===== src/rtl/tx_transmitter_if.sv =====
// rtl/tx_transmitter_if.sv - frame request / serial line bundle for tx_transmitter
// Signals:
//   start    frame request, accepted only while busy=0
//   dest_id  destination id (2 bits)
//   src_id   source id (2 bits)
//   length   payload length minus 1 (4 bits, 1..16 bytes sent)
//   payload  payload data, low 8*(length+1) bits are sent highest bit first
//   tx_line  registered serial line output
//   busy     frame in progress, including the trailing gap
//   done     one-cycle pulse after the last gap bit
interface tx_transmitter_if;
    logic         start;
    logic [1:0]   dest_id;
    logic [1:0]   src_id;
    logic [3:0]   length;
    logic [127:0] payload;
    logic         tx_line;
    logic         busy;
    logic         done;

    modport master (
        output start, dest_id, src_id, length, payload,
        input  tx_line, busy, done
    );

    modport slave (
        input  start, dest_id, src_id, length, payload,
        output tx_line, busy, done
    );
endinterface


===== src/rtl/tx_transmitter.sv =====
// rtl/tx_transmitter.sv - serial frame transmitter with CRC-8 trailer
// Ports:
//   clk    system clock, one line bit per cycle
//   rst_n  asynchronous active-low reset
//   bus    tx_transmitter_if.slave: start/dest_id/src_id/length/payload in,
//          tx_line/busy/done out
// Frame: 16-bit preamble 0xAAAA, SFD 0xAB, header {dest,src,length},
// length+1 payload bytes, CRC-8 (poly 0x07, init 0x00) over header+payload,
// then GAP_BITS idle zeros. All bits MSB first.
module tx_transmitter #(
    parameter int GAP_BITS = 2
) (
    input  logic            clk,
    input  logic            rst_n,
    tx_transmitter_if.slave bus
);

    typedef enum logic [2:0] {
        IDLE, PREAMBLE, SFD, HEADER, PAYLOAD, CRC, GAP
    } state_t;

    localparam logic [23:0] SYNC = {16'hAAAA, 8'hAB};

    state_t         state, state_next;
    logic [7:0]     cnt, cnt_next;
    logic [7:0]     crc, crc_next;
    logic [23:0]    sync_sh;
    logic [7:0]     hdr_sh;
    logic [127:0]   pay_sh;
    logic [3:0]     len_q;
    logic           tx_q, bit_next;
    logic           busy_q, busy_next;
    logic           done_q, done_next;
    logic           accept, shift_sync, shift_hdr, shift_pay;
    logic [7:0]     pay_bits;

    // 8-bit width so length=15 yields 128 without wrapping
    assign pay_bits = ({4'd0, len_q} + 8'd1) << 3;

    function automatic logic [7:0] crc_step(input logic [7:0] c, input logic b);
        logic fb;
        fb = c[7] ^ b;
        return {c[6:0], 1'b0} ^ (fb ? 8'h07 : 8'h00);
    endfunction

    // Each branch computes the bit that the next edge loads into tx_line;
    // the state therefore names the field of the bit currently on the line.
    always_comb begin
        state_next = state;
        cnt_next   = cnt + 8'd1;
        bit_next   = 1'b0;
        crc_next   = crc;
        accept     = 1'b0;
        shift_sync = 1'b0;
        shift_hdr  = 1'b0;
        shift_pay  = 1'b0;
        busy_next  = 1'b1;
        done_next  = 1'b0;
        case (state)
            IDLE: begin
                busy_next = 1'b0;
                crc_next  = 8'h00;
                cnt_next  = 8'd0;
                if (bus.start) begin
                    accept     = 1'b1;
                    busy_next  = 1'b1;
                    state_next = PREAMBLE;
                    bit_next   = SYNC[23];
                end
            end
            PREAMBLE: begin
                crc_next   = 8'h00;
                bit_next   = sync_sh[23];
                shift_sync = 1'b1;
                if (cnt == 8'd15) begin
                    state_next = SFD;
                    cnt_next   = 8'd0;
                end
            end
            SFD: begin
                crc_next = 8'h00;
                if (cnt == 8'd7) begin
                    state_next = HEADER;
                    cnt_next   = 8'd0;
                    bit_next   = hdr_sh[7];
                    shift_hdr  = 1'b1;
                    crc_next   = crc_step(8'h00, hdr_sh[7]);
                end else begin
                    bit_next   = sync_sh[23];
                    shift_sync = 1'b1;
                end
            end
            HEADER: begin
                if (cnt == 8'd7) begin
                    state_next = PAYLOAD;
                    cnt_next   = 8'd0;
                    bit_next   = pay_sh[127];
                    shift_pay  = 1'b1;
                    crc_next   = crc_step(crc, pay_sh[127]);
                end else begin
                    bit_next   = hdr_sh[7];
                    shift_hdr  = 1'b1;
                    crc_next   = crc_step(crc, hdr_sh[7]);
                end
            end
            PAYLOAD: begin
                if (cnt == pay_bits - 8'd1) begin
                    // crc already holds the value including the last payload bit
                    state_next = CRC;
                    cnt_next   = 8'd0;
                    bit_next   = crc[7];
                end else begin
                    bit_next   = pay_sh[127];
                    shift_pay  = 1'b1;
                    crc_next   = crc_step(crc, pay_sh[127]);
                end
            end
            CRC: begin
                // crc is frozen here; index it rather than shifting
                if (cnt == 8'd7) begin
                    cnt_next = 8'd0;
                    if (GAP_BITS == 0) begin
                        state_next = IDLE;
                        busy_next  = 1'b0;
                        done_next  = 1'b1;
                    end else begin
                        state_next = GAP;
                    end
                end else begin
                    bit_next = crc[3'(3'd6 - cnt[2:0])];
                end
            end
            GAP: begin
                if (cnt == 8'(GAP_BITS - 1)) begin
                    state_next = IDLE;
                    cnt_next   = 8'd0;
                    busy_next  = 1'b0;
                    done_next  = 1'b1;
                end
            end
            default: begin
                state_next = IDLE;
                busy_next  = 1'b0;
            end
        endcase
    end

    always_ff @(posedge clk or negedge rst_n) begin
        if (!rst_n) begin
            state   <= IDLE;
            cnt     <= 8'd0;
            crc     <= 8'h00;
            sync_sh <= 24'd0;
            hdr_sh  <= 8'd0;
            pay_sh  <= 128'd0;
            len_q   <= 4'd0;
            tx_q    <= 1'b0;
            busy_q  <= 1'b0;
            done_q  <= 1'b0;
        end else begin
            state  <= state_next;
            cnt    <= cnt_next;
            crc    <= crc_next;
            tx_q   <= bit_next;
            busy_q <= busy_next;
            done_q <= done_next;
            if (accept) begin
                // first sync bit goes straight to the line, keep the rest
                sync_sh <= SYNC << 1;
                hdr_sh  <= {bus.dest_id, bus.src_id, bus.length};
                // left-align the sent bytes: shift by 8*(15-length)
                pay_sh  <= bus.payload << {~bus.length, 3'b000};
                len_q   <= bus.length;
            end else begin
                if (shift_sync) sync_sh <= sync_sh << 1;
                if (shift_hdr)  hdr_sh  <= hdr_sh << 1;
                if (shift_pay)  pay_sh  <= pay_sh << 1;
            end
        end
    end

    assign bus.tx_line = tx_q;
    assign bus.busy    = busy_q;
    assign bus.done    = done_q;

endmodule


===== src/flat_wrapper.sv =====
// flat-port wrapper written by rule: the top's interface ports become plain ports
module tx_transmitter_flat 
#(
    parameter int GAP_BITS = 2
)
  (clk, rst_n, bus_start, bus_dest_id, bus_src_id, bus_length, bus_payload, bus_tx_line, bus_busy, bus_done);
  tx_transmitter_if bus_i ();
  input  logic clk;
  input  logic rst_n;
  input wire logic [$bits(bus_i.start)-1:0] bus_start;
  input wire logic [$bits(bus_i.dest_id)-1:0] bus_dest_id;
  input wire logic [$bits(bus_i.src_id)-1:0] bus_src_id;
  input wire logic [$bits(bus_i.length)-1:0] bus_length;
  input wire logic [$bits(bus_i.payload)-1:0] bus_payload;
  output wire logic [$bits(bus_i.tx_line)-1:0] bus_tx_line;
  output wire logic [$bits(bus_i.busy)-1:0] bus_busy;
  output wire logic [$bits(bus_i.done)-1:0] bus_done;
  assign bus_i.start = bus_start;
  assign bus_i.dest_id = bus_dest_id;
  assign bus_i.src_id = bus_src_id;
  assign bus_i.length = bus_length;
  assign bus_i.payload = bus_payload;
  assign bus_tx_line = bus_i.tx_line;
  assign bus_busy = bus_i.busy;
  assign bus_done = bus_i.done;
  tx_transmitter #(.GAP_BITS(GAP_BITS)) u_core (.clk(clk), .rst_n(rst_n), .bus(bus_i));
endmodule

===== config.mk =====
export PLATFORM = sky130hd
export DESIGN_NAME = tx_transmitter_flat
export DESIGN_NICKNAME = d
export VERILOG_FILES = /design/src/rtl/tx_transmitter_if.sv /design/src/rtl/tx_transmitter.sv /design/src/flat_wrapper.sv
export SDC_FILE = /design/constraint.sdc
export NUM_CORES = 1
export LEC_CHECK = 0
export ABC_AREA = 1
export CORE_MARGIN = 2
export CORE_UTILIZATION = 60
export CTS_BUF_LIST = sky130_fd_sc_hd__clkbuf_4
export CTS_CLUSTER_SIZE = 24
export DETAILED_ROUTE_END_ITERATION = 10
export PLACE_DENSITY = 0.9
export SLEW_MARGIN = 30
export SYNTH_ARGS = -nofsm -noshare
export SYNTH_HDL_FRONTEND = slang
export SYNTH_SLANG_ARGS = --single-unit

===== constraint.sdc =====
create_clock -name clk -period 2.64 [get_ports clk]
set_input_delay 0.528 -clock clk [delete_from_list [all_inputs] [get_ports clk]]
set_output_delay 0.528 -clock clk [all_outputs]
set_load 0.005 [all_outputs]

== After elaboration in Yosys (flattened, before gate mapping) ==
Cells that the tools add are included.

* Register bits: 186
* Bits of input ports: 139
* Output and inout port bits: 3
* Logic and storage cells: 94

* Add/subtract/negate cells: 4
* Magnitude comparators: 1
* Equal/unequal tests: 18
* Shifts and indexed selects: 1
* Muxes and demuxes: 45
* Bitwise gates (word level): 5
* Reduce and logical (&&, ||, !) cells: 10

{| class="wikitable"
|+ Operators by type and width
! operator !! number
|-
| $mux W128 || 2
|-
| $shl A128 B7 Y128 || 1
|-
| $mux W8 || 9
|-
| $mux W24 || 2
|-
| $pmux W8 S5 || 1
|-
| $pmux W8 S4 || 1
|-
| $mux W3 || 10
|-
| $pmux W3 S7 || 1
|-
| $mux W1 || 13
|-
| $ne A2 B1 Y1 const B || 6
|-
| $eq A3 B3 Y1 const B || 3
|-
| $add A8 B1 Y8 const B || 1
|-
| $eq A8 B1 Y1 const B || 1
|-
| $eq A8 B3 Y1 const B || 1
|-
| $eq A8 B4 Y1 const B || 1
|-
| $eq A8 B8 Y1 || 1
|-
| $sub A8 B1 Y8 const B || 1
|-
| $xor A8 B3 Y8 || 1
|-
| $xor A8 B8 Y8 || 1
|-
| $reduce_and A7 Y1 || 1
|-
| $eq A3 B2 Y1 const B || 2
|-
| $pmux W1 S2 || 3
|-
| $pmux W1 S6 || 1
|-
| $reduce_bool A2 Y1 || 3
|-
| other kinds (15) || 17
|}

== Logic depth before layout (Yosys ltp) ==
Gate-level depths: netlist (run 1).

* Depth after elaboration: 7
* Gate-level depth with buffers: 16
* Gate-level depth less buffers: 13

== Worst setup path before layout (run 1) ==
Ideal clock, no wire load.

* Kind: flip-flop to flip-flop
* From: register u_core.len_q[0]
* To: register u_core.pay_sh[12]
* Library setup time: 117 ps
* Data arrival time: 1893 ps
* Data required time: 2523 ps
* Slack: 630 ps
* Cell stages (with the launch flop): 17
* Buffers on the path: 3
* Period minus slack after synthesis: 2010 ps
* Path through: dfrtp_1 ha_1 inv_1 nand2_1 nand2_1 nand2_1 nand2_1 nand2_1 nor2_1 nand3_2 nand2_4 nand3_1 buf_4 buf_6 buf_6 nand2_1 nand2_1

* Cells in the longest elaborated chain, start to end: 6

{| class="wikitable"
|+ RTL lines
! item !! line !! source
|-
| start: declaration || tx_transmitter.sv:30 || <nowiki>logic [3:0] len_q;</nowiki>
|-
| start signal: assignment || tx_transmitter.sv:173 || <nowiki>len_q <= bus.length;</nowiki>
|-
| $add A4 B1 Y5 || tx_transmitter.sv:38 || <nowiki>assign pay_bits = ({4'd0, len_q} + 8'd1) << 3;</nowiki>
|-
| $sub A8 B1 Y8 || tx_transmitter.sv:107 || <nowiki>if (cnt == pay_bits - 8'd1) begin</nowiki>
|-
| $eq A8 B8 Y1 || tx_transmitter.sv:107 ||
|-
| $mux W1 || tx_transmitter.sv:107 ||
|-
| $pmux W1 S2 || tx_transmitter.sv:59 || <nowiki>case (state)</nowiki>
|-
| $reduce_bool A2 Y1 (no source line) || n/a ||
|-
| end signal: assignment || tx_transmitter.sv:172 || <nowiki>pay_sh <= bus.payload << {~bus.length, 3'b000};</nowiki>
|-
| end signal: assignment || tx_transmitter.sv:177 || <nowiki>if (shift_pay) pay_sh <= pay_sh << 1;</nowiki>
|-
| end: declaration || tx_transmitter.sv:29 || <nowiki>logic [127:0] pay_sh;</nowiki>
|}

Every way passes these cells.
A chain may end at the register's enable or synchronous reset.

== Worst setup path in the final report (run 1) ==
* From: register u_core.state[2]
* To: register u_core.sync_sh[13]

* Cells in the longest elaborated chain, start to end: 3
* Elaborated cells on any way between the ends: 7
* Those cells by class: 2 x eq/ne; 3 x mux; 2 x reduce/logical

{| class="wikitable"
|+ RTL lines
! item !! line !! source
|-
| start: declaration || tx_transmitter.sv:24 || <nowiki>state_t state, state_next;</nowiki>
|-
| start signal: assignment || tx_transmitter.sv:161 || <nowiki>state <= state_next;</nowiki>
|-
| $eq A3 B2 Y1, or another cell as far along || tx_transmitter.sv:59 ||
|-
| $pmux W1 S2 or $mux W1 (tied branches) || tx_transmitter.sv:59 ||
|-
| $reduce_bool A2 Y1 (no source line) or $mux W24 (tied branches) || n/a ||
|-
| end signal: assignment || tx_transmitter.sv:169 || <nowiki>sync_sh <= SYNC << 1;</nowiki>
|-
| end signal: assignment || tx_transmitter.sv:175 || <nowiki>if (shift_sync) sync_sh <= sync_sh << 1;</nowiki>
|-
| end: declaration || tx_transmitter.sv:27 || <nowiki>logic [23:0] sync_sh;</nowiki>
|}

Parallel ways exist; a longest one is shown, timed or not.

==> impl_metrics.json, run 1 <==
{
  "hold_class": "in -> async",
  "critPathArrivalTime_ns": 3.01,
  "p_clk_frac": 0.132,
  "crit_path_frequent_cell": "inv_2",
  "synth_edf_count": 0,
  "seq_power_share": 0.368,
  "yosysTopAreaCell": "dfrtp_1",
  "synthArstFlopShare": 1.00,
  "routed_via_density": 6.10,
  "wl_per_cell_um": 18.2,
  "synthFlopType": "dfrtp_1",
  "synth_area_um2": 14200,
  "crit_slowest_cell": "nor2_1",
  "clock_tree.root_cell": "clkbuf_4",
  "dr.pass1.iters": 8,
  "slew_violations": 0,
  "cts.sinks": 185,
  "rows": 56,
  "antenna_found_initial": 1,
  "globalRouteTotalUtil": 0.396,
  "power.switching_mw": 5.94,
  "outcome": "complete, no violations",
  "grt_pass1_vias": 15200,
  "final-setup-viol-count": 0,
  "worstMarginPinSlew_ns": 1.04,
  "fin_util": 0.698,
  "cts_htree_levels": 4,
  "drive_above_1_share": 0.0518,
  "drv_cap": 0,
  "leakage_nw": 8.37,
  "crit_chain": "inv_2, nand3_4, inv_1, nor2_1, inv_2, o22ai_1",
  "hold_viol_final": 0,
  "worstSkewPairLatency_ns": 0.62,
  "syn_to_final_growth_pct": 14.7,
  "io_buffers": 141,
  "start_util": 0.608,
  "path_clk_slew_ns": 0.19,
  "io_pins": 142,
  "ys_warn_count": 0,
  "slew_headroom": 0.303,
  "synth.avg_cell_area_um2": 6.14,
  "grt_pass1_wl_um": 77500,
  "timing.final.crit_share": 0.937,
  "dieHeight_um": 158,
  "synthTopCellsByCount": "nand2_1, nand3_1, dfrtp_1",
  "ir_drop_mv": 0.481,
  "ys_seq_elements": 185,
  "synth_nets": 2455,
  "drt_iter0_drc": 2139,
  "ant_nets": 0,
  "cpPeakStageDelay_ns": 0.82,
  "critPathCaptureType": "flop",
  "grt_max_degree": 129,
  "clockBufferDepth": 2,
  "synth_top_cells_by_area": "dfrtp_1, nand2_1, nand3_1",
  "die_area_um2": 24900,
  "die_w_um": 158,
  "wl_um": 48800,
  "instances_no_fill": 2677,
  "post-route-min-period_ns": 2.47,
  "place_congestion": 1.03,
  "core_um2": 23300,
  "multi_input_area_um2": 8310,
  "yosysSeqAreaShare": 0.326,
  "cts_buffers": 17,
  "power_density_nw_per_um2": 780,
  "sw_frac_of_total": 0.468,
  "tritoncts": "yes",
  "start_kind": "flop",
  "drc": 0,
  "p_comb_frac": 0.500,
  "grt_overflow": 0,
  "skew_ns": 0.0230,
  "dp_hpwl_um": 34400,
  "critPathMaxFanout": 13,
  "n_fill_cell": 2076,
  "fmax_mhz": 404,
  "synthDistinctLibCells": 36,
  "regArea_um2": 4630,
  "layout.nets": 2487,
  "rsz0062_at_grt": "false",
  "num_vias": 16300,
  "dp_cells": 2643,
  "cp.required_ns": 3.17,
  "p_int_mw": 6.75,
  "synth.top_cell.area_share": 0.326,
  "netlist_instances": 2312,
  "crit_type": "reg -> reg",
  "synth_most_common_cell": "nand2_1"
}
## worst max-delay path: cells and delay by family (launching register included)
| kind | cells | cell delay [ns] |
|---|---|---|
| compound gates | 1 | 0.22 |
| buf+inv | 3 | 0.53 |
| flops | 1 | 0.58 |
| simple gates | 2 | 1.06 |
## flip-flops by register name (all words and copies together), names as in the netlist
register	count
u_core.bus.busy	1
u_core.bus.done	1
u_core.bus.tx_line	1
u_core.cnt	8
u_core.crc	8
u_core.hdr_sh	8
u_core.len_q	4
u_core.pay_sh	128
u_core.state	3
u_core.sync_sh	23
## what timing repair did
| item | 4_1_cts | 5_1_grt |
|---|---|---|
| hold buffers | 1 | 0 |
| gates resized for setup | 0 | 2 |
| buffers inserted | 0 | 0 |
| setup endpoints to repair | 0 | 23 |
| hold endpoints to repair | 59 | 0 |
## stage by stage
| stage | setup WS [ns] | cell area (um^2) | setup TNS [ns] | hold WS (ns) | total power [mW] |
|---|---|---|---|---|---|
| 2_1_floorplan | 0.630 | 14200 | 0 | 0.232 | 8.89 |
| 3_3_place_gp | 0.136 | 16000 | 0 | 0.476 | 10.6 |
| 3_5_place_dp | -0.0145 | 16000 | -0.0145 | 0.511 | 10.8 |
| 4_1_cts | 0.164 | 16300 | 0 | 0.465 | 12.5 |
| 5_1_grt | 0.00790 | 16300 | 0 | 0.491 | 13.6 |
| 6_report | 0.165 | 16300 | 0 | 0.427 | 12.7 |
## area by class of cell
cell class,instances,share of cell area
repair buffers,197,0.131
clock inverters,15,0.0109
flip-flops and latches,185,0.284
well taps,319,0.0245
diodes,1,0.000154
clock buffers,17,0.00784
inverters,131,0.0304
multi-input cells,1812,0.511
## final timing paths
path                                               start                              to  slack (ns)  depth (start not counted)
max in group asynchronous                          rst_n   u_core.sync_sh[8]$_DFFE_PN0P_        1.40                          3
hold reg to reg            u_core.pay_sh[39]$_DFFE_PN0P_   u_core.pay_sh[39]$_DFFE_PN0P_        0.55                          2
hold / removal                                     rst_n  u_core.pay_sh[118]$_DFFE_PN0P_        0.43                          2
setup / recovery             u_core.state[2]$_DFFE_PN0P_  u_core.sync_sh[13]$_DFFE_PN0P_        0.17                          6
min in group clk                           bus_length[2]  u_core.pay_sh[104]$_DFFE_PN0P_        0.49                          6
setup reg to reg             u_core.state[2]$_DFFE_PN0P_  u_core.sync_sh[13]$_DFFE_PN0P_        0.17                          6
## logic make-up after synthesis
family,after synthesis,synth area share
and+or+nand+nor,1471,0.437
adders and majority gates,4,0.00353
buffers and inverters,315,0.0904
DFF,185,0.326
AOI/OAI and AO/OA,322,0.133
muxes,6,0.00423
xor gates and xnor gates,9,0.00556
## layer usage
metal	vias up	GRT usage	wire, um
met5	-	0	0
met4	0	0.230	2850
met3	185	0.0556	3710
met2	866	0.631	22500
met1	7606	0.516	19700
li1	7670	-	-
## cells in the final DEF, fill, tap and decap left out, types with 6 or more instances in the layout
master	instances
o22ai_1	12
clkbuf_4	17
a22o_1	27
a21oi_1	31
inv_2	7
buf_4	31
inv_1	122
nand3_1	201
o211ai_1	46
mux2i_1	6
nor2_1	92
buf_12	24
nand4_1	139
a22oi_1	14
nand2_1	1016
or2_2	9
a31oi_1	7
o21ai_0	181
xor2_1	8
dfrtp_1	185
clkdlybuf4s50_1	137
## power by group through the flow
stage               Clock (mW)  Combinational (mW)  Sequential (mW)
detailed placement           0                6.18             4.67
global placement             0                5.97             4.64
finish                    1.68                6.35             4.67
floorplan                    0                4.45             4.43
global route              1.80                7.05             4.76
CTS                       1.68                6.22             4.62
No activity file was read; power rests on OpenSTA's default activity.
==> inputs of run 2 (changes only) <==
--- a/config.mk
+++ b/config.mk
@@ -7,11 +7,11 @@
 export LEC_CHECK = 0
 export ABC_AREA = 1
 export CORE_MARGIN = 2
-export CORE_UTILIZATION = 60
+export CORE_UTILIZATION = 54
 export CTS_BUF_LIST = sky130_fd_sc_hd__clkbuf_4
 export CTS_CLUSTER_SIZE = 24
 export DETAILED_ROUTE_END_ITERATION = 10
-export PLACE_DENSITY = 0.9
+export PLACE_DENSITY = 0.83
 export SLEW_MARGIN = 30
 export SYNTH_ARGS = -nofsm -noshare
 export SYNTH_HDL_FRONTEND = slang
==> run 2 against run 1 <==
- cell count grew 0.52%
- critical path depth grew 8
- first-iteration DRC count shrank 6.8%
- largest power group unchanged
- critical path type unchanged
- sequential power is essentially flat
==> impl_metrics.json, run 2 (synthesized netlist as in run 1, its figures left out) <==
{
  "outcome": "complete, no violations",
  "cts.sinks": 185,
  "r2r_cells": 14,
  "crit_chain": "ha_1, inv_1, nand2_1, nand2_1, nand2_1, nand2_1, nand2_1, nor2_1, nand3_2, nand2_4, buf_4, nand3_1, nand2_1, nand2_1",
  "crit_path_frequent_cell": "nand2_1",
  "grt_pass1_wl_um": 78200,
  "final.setup.tns_ns": 0,
  "wl_per_cell_um": 17.9,
  "rr_startpoint": "u_core.len_q[0]$_DFFE_PN0P_",
  "skew_ns": 0.0342,
  "io_buffers": 141,
  "ant_nets": 0,
  "tritoncts": "yes",
  "path_clk_slew_ns": 0.17,
  "start_kind": "flop",
  "endpoint": "u_core.state[0]$_DFFE_PN0P_",
  "io_pins": 142,
  "crit_slowest_cell": "dfrtp_1",
  "dp_cells": 2659,
  "critPathMaxFanout": 26,
  "layout.nets": 2487,
  "routed_via_density": 5.98,
  "cp.required_ns": 3.13,
  "place_congestion": 0.953,
  "reg.largest.list": "u_core.pay_sh (128), u_core.sync_sh (23)",
  "cpPeakStageDelay_ns": 0.49,
  "clock_tree.root_cell": "clkbuf_4",
  "instances_no_fill": 2691,
  "largest-register": "u_core.pay_sh",
  "drv_cap": 0,
  "start_util": 0.548,
  "rows": 59,
  "critPathCaptureType": "flop",
  "slew_violations": 0,
  "final_common_cell": "nand2_1",
  "setup_ws_ns": 0.297,
  "num_vias": 16100,
  "grt_overflow": 0,
  "wl_um": 48300,
  "cts_htree_levels": 4,
  "worstSkewPairLatency_ns": 0.60,
  "dieHeight_um": 166,
  "worstMarginPinSlew_ns": 0.994,
  "startpoint": "u_core.len_q[0]$_DFFE_PN0P_",
  "r2r_setup_slack_ns": 0.30,
  "globalRouteTotalUtil": 0.348,
  "core_um2": 25900,
  "leakage_nw": 8.32,
  "clockBufferDepth": 2,
  "fin_util": 0.625,
  "slew_headroom": 0.338,
  "regArea_um2": 4630,
  "rsz0062_at_grt": "false",
  "power_density_nw_per_um2": 771,
  "hold_class": "in -> async",
  "place_ws_ns": 0.0771,
  "mostFrequentLayoutCells": "nand2_1, nand3_1, dfrtp_1",
  "drt_iter0_drc": 1994,
  "multi_input_area_um2": 8310,
  "die_w_um": 166,
  "grt_max_degree": 111,
  "largest_reg_flops": 128,
  "ir_drop_mv": 0.703,
  "drc": 0,
  "dr.pass1.iters": 6,
  "die_area_um2": 27600,
  "antenna_found_initial": 1,
  "cts_buffers": 17,
  "dp_hpwl_um": 33600,
  "timing.final.crit_share": 0.887,
  "reg2reg_to": "u_core.state[0]$_DFFE_PN0P_",
  "critPathArrivalTime_ns": 2.83,
  "final-setup-viol-count": 0,
  "n_fill_cell": 2413,
  "drive_above_1_share": 0.0510,
  "hold_viol_final": 0,
  "post-route-min-period_ns": 2.34,
  "crit_type": "reg -> reg",
  "fmax_mhz": 427,
  "syn_to_final_growth_pct": 14.1,
  "grt_pass1_vias": 15200
}
run 2: per-layer routing:
layer / global-route usage / vias up / routed length [um]
met5: 0 / - / 0
met4: 0.166 / 0 / 2320
met3: 0.0565 / 149 / 3800
met2: 0.559 / 795 / 22200
met1: 0.461 / 7461 / 20000
li1: - / 7676 / -
run 2: worst min-delay path by stage:
stage                                               from                             end  cells after the start
final                                              rst_n  u_core.pay_sh[102]$_DFFE_PN0P_                      2
after global routing                               rst_n  u_core.pay_sh[102]$_DFFE_PN0P_                      2
after CTS                                          rst_n  u_core.pay_sh[104]$_DFFE_PN0P_                      2
after detailed placement   u_core.pay_sh[42]$_DFFE_PN0P_   u_core.pay_sh[42]$_DFFE_PN0P_                      2
after global placement    u_core.sync_sh[23]$_DFFE_PN0P_  u_core.sync_sh[23]$_DFFE_PN0P_                      2
after floorplan                                    rst_n       u_core.bus.busy$_DFF_PN0_                      0
run 2: critical path: cells and delay by family (launching register included):
kind	cells	cell delay [ns]
fa+ha+maj	1	0.34
buf+inv	2	0.37
flops	1	0.49
simple gates	11	1.05
run 2: cell type report:
| class | count | share of cell area |
|---|---|---|
| clock inverter | 12 | 0.00950 |
| clock buffer | 18 | 0.00834 |
| tap | 335 | 0.0259 |
| timing repair buffer | 197 | 0.126 |
| inverter | 131 | 0.0306 |
| multi-input combinational | 1812 | 0.513 |
| antenna | 1 | 0.000155 |
| sequential | 185 | 0.286 |
run 2: metrics by stage:
| stage | power [mW] | hold slack, ns | instance area, um^2 |
|---|---|---|---|
| 6_report | 12.5 | 0.433 | 16200 |
| 5_1_grt | 13.4 | 0.437 | 16200 |
| 4_1_cts | 12.4 | 0.439 | 16200 |
| 3_5_place_dp | 10.7 | 0.510 | 15900 |
| 3_3_place_gp | 10.5 | 0.472 | 15900 |
| 2_1_floorplan | 8.89 | 0.232 | 14200 |
run 2: power by group:
group	internal (mW)	switching, mW
sequential	3.93	0.771
clock	0.655	1.03
combinational	2.18	3.92
run 2: timing repair:
action,in CTS,in global routing
endpoints found under the hold margin,47,0
hold buffers,1,0
gates resized for setup,0,1
endpoints found under the setup margin,0,11
buffers inserted,0,0
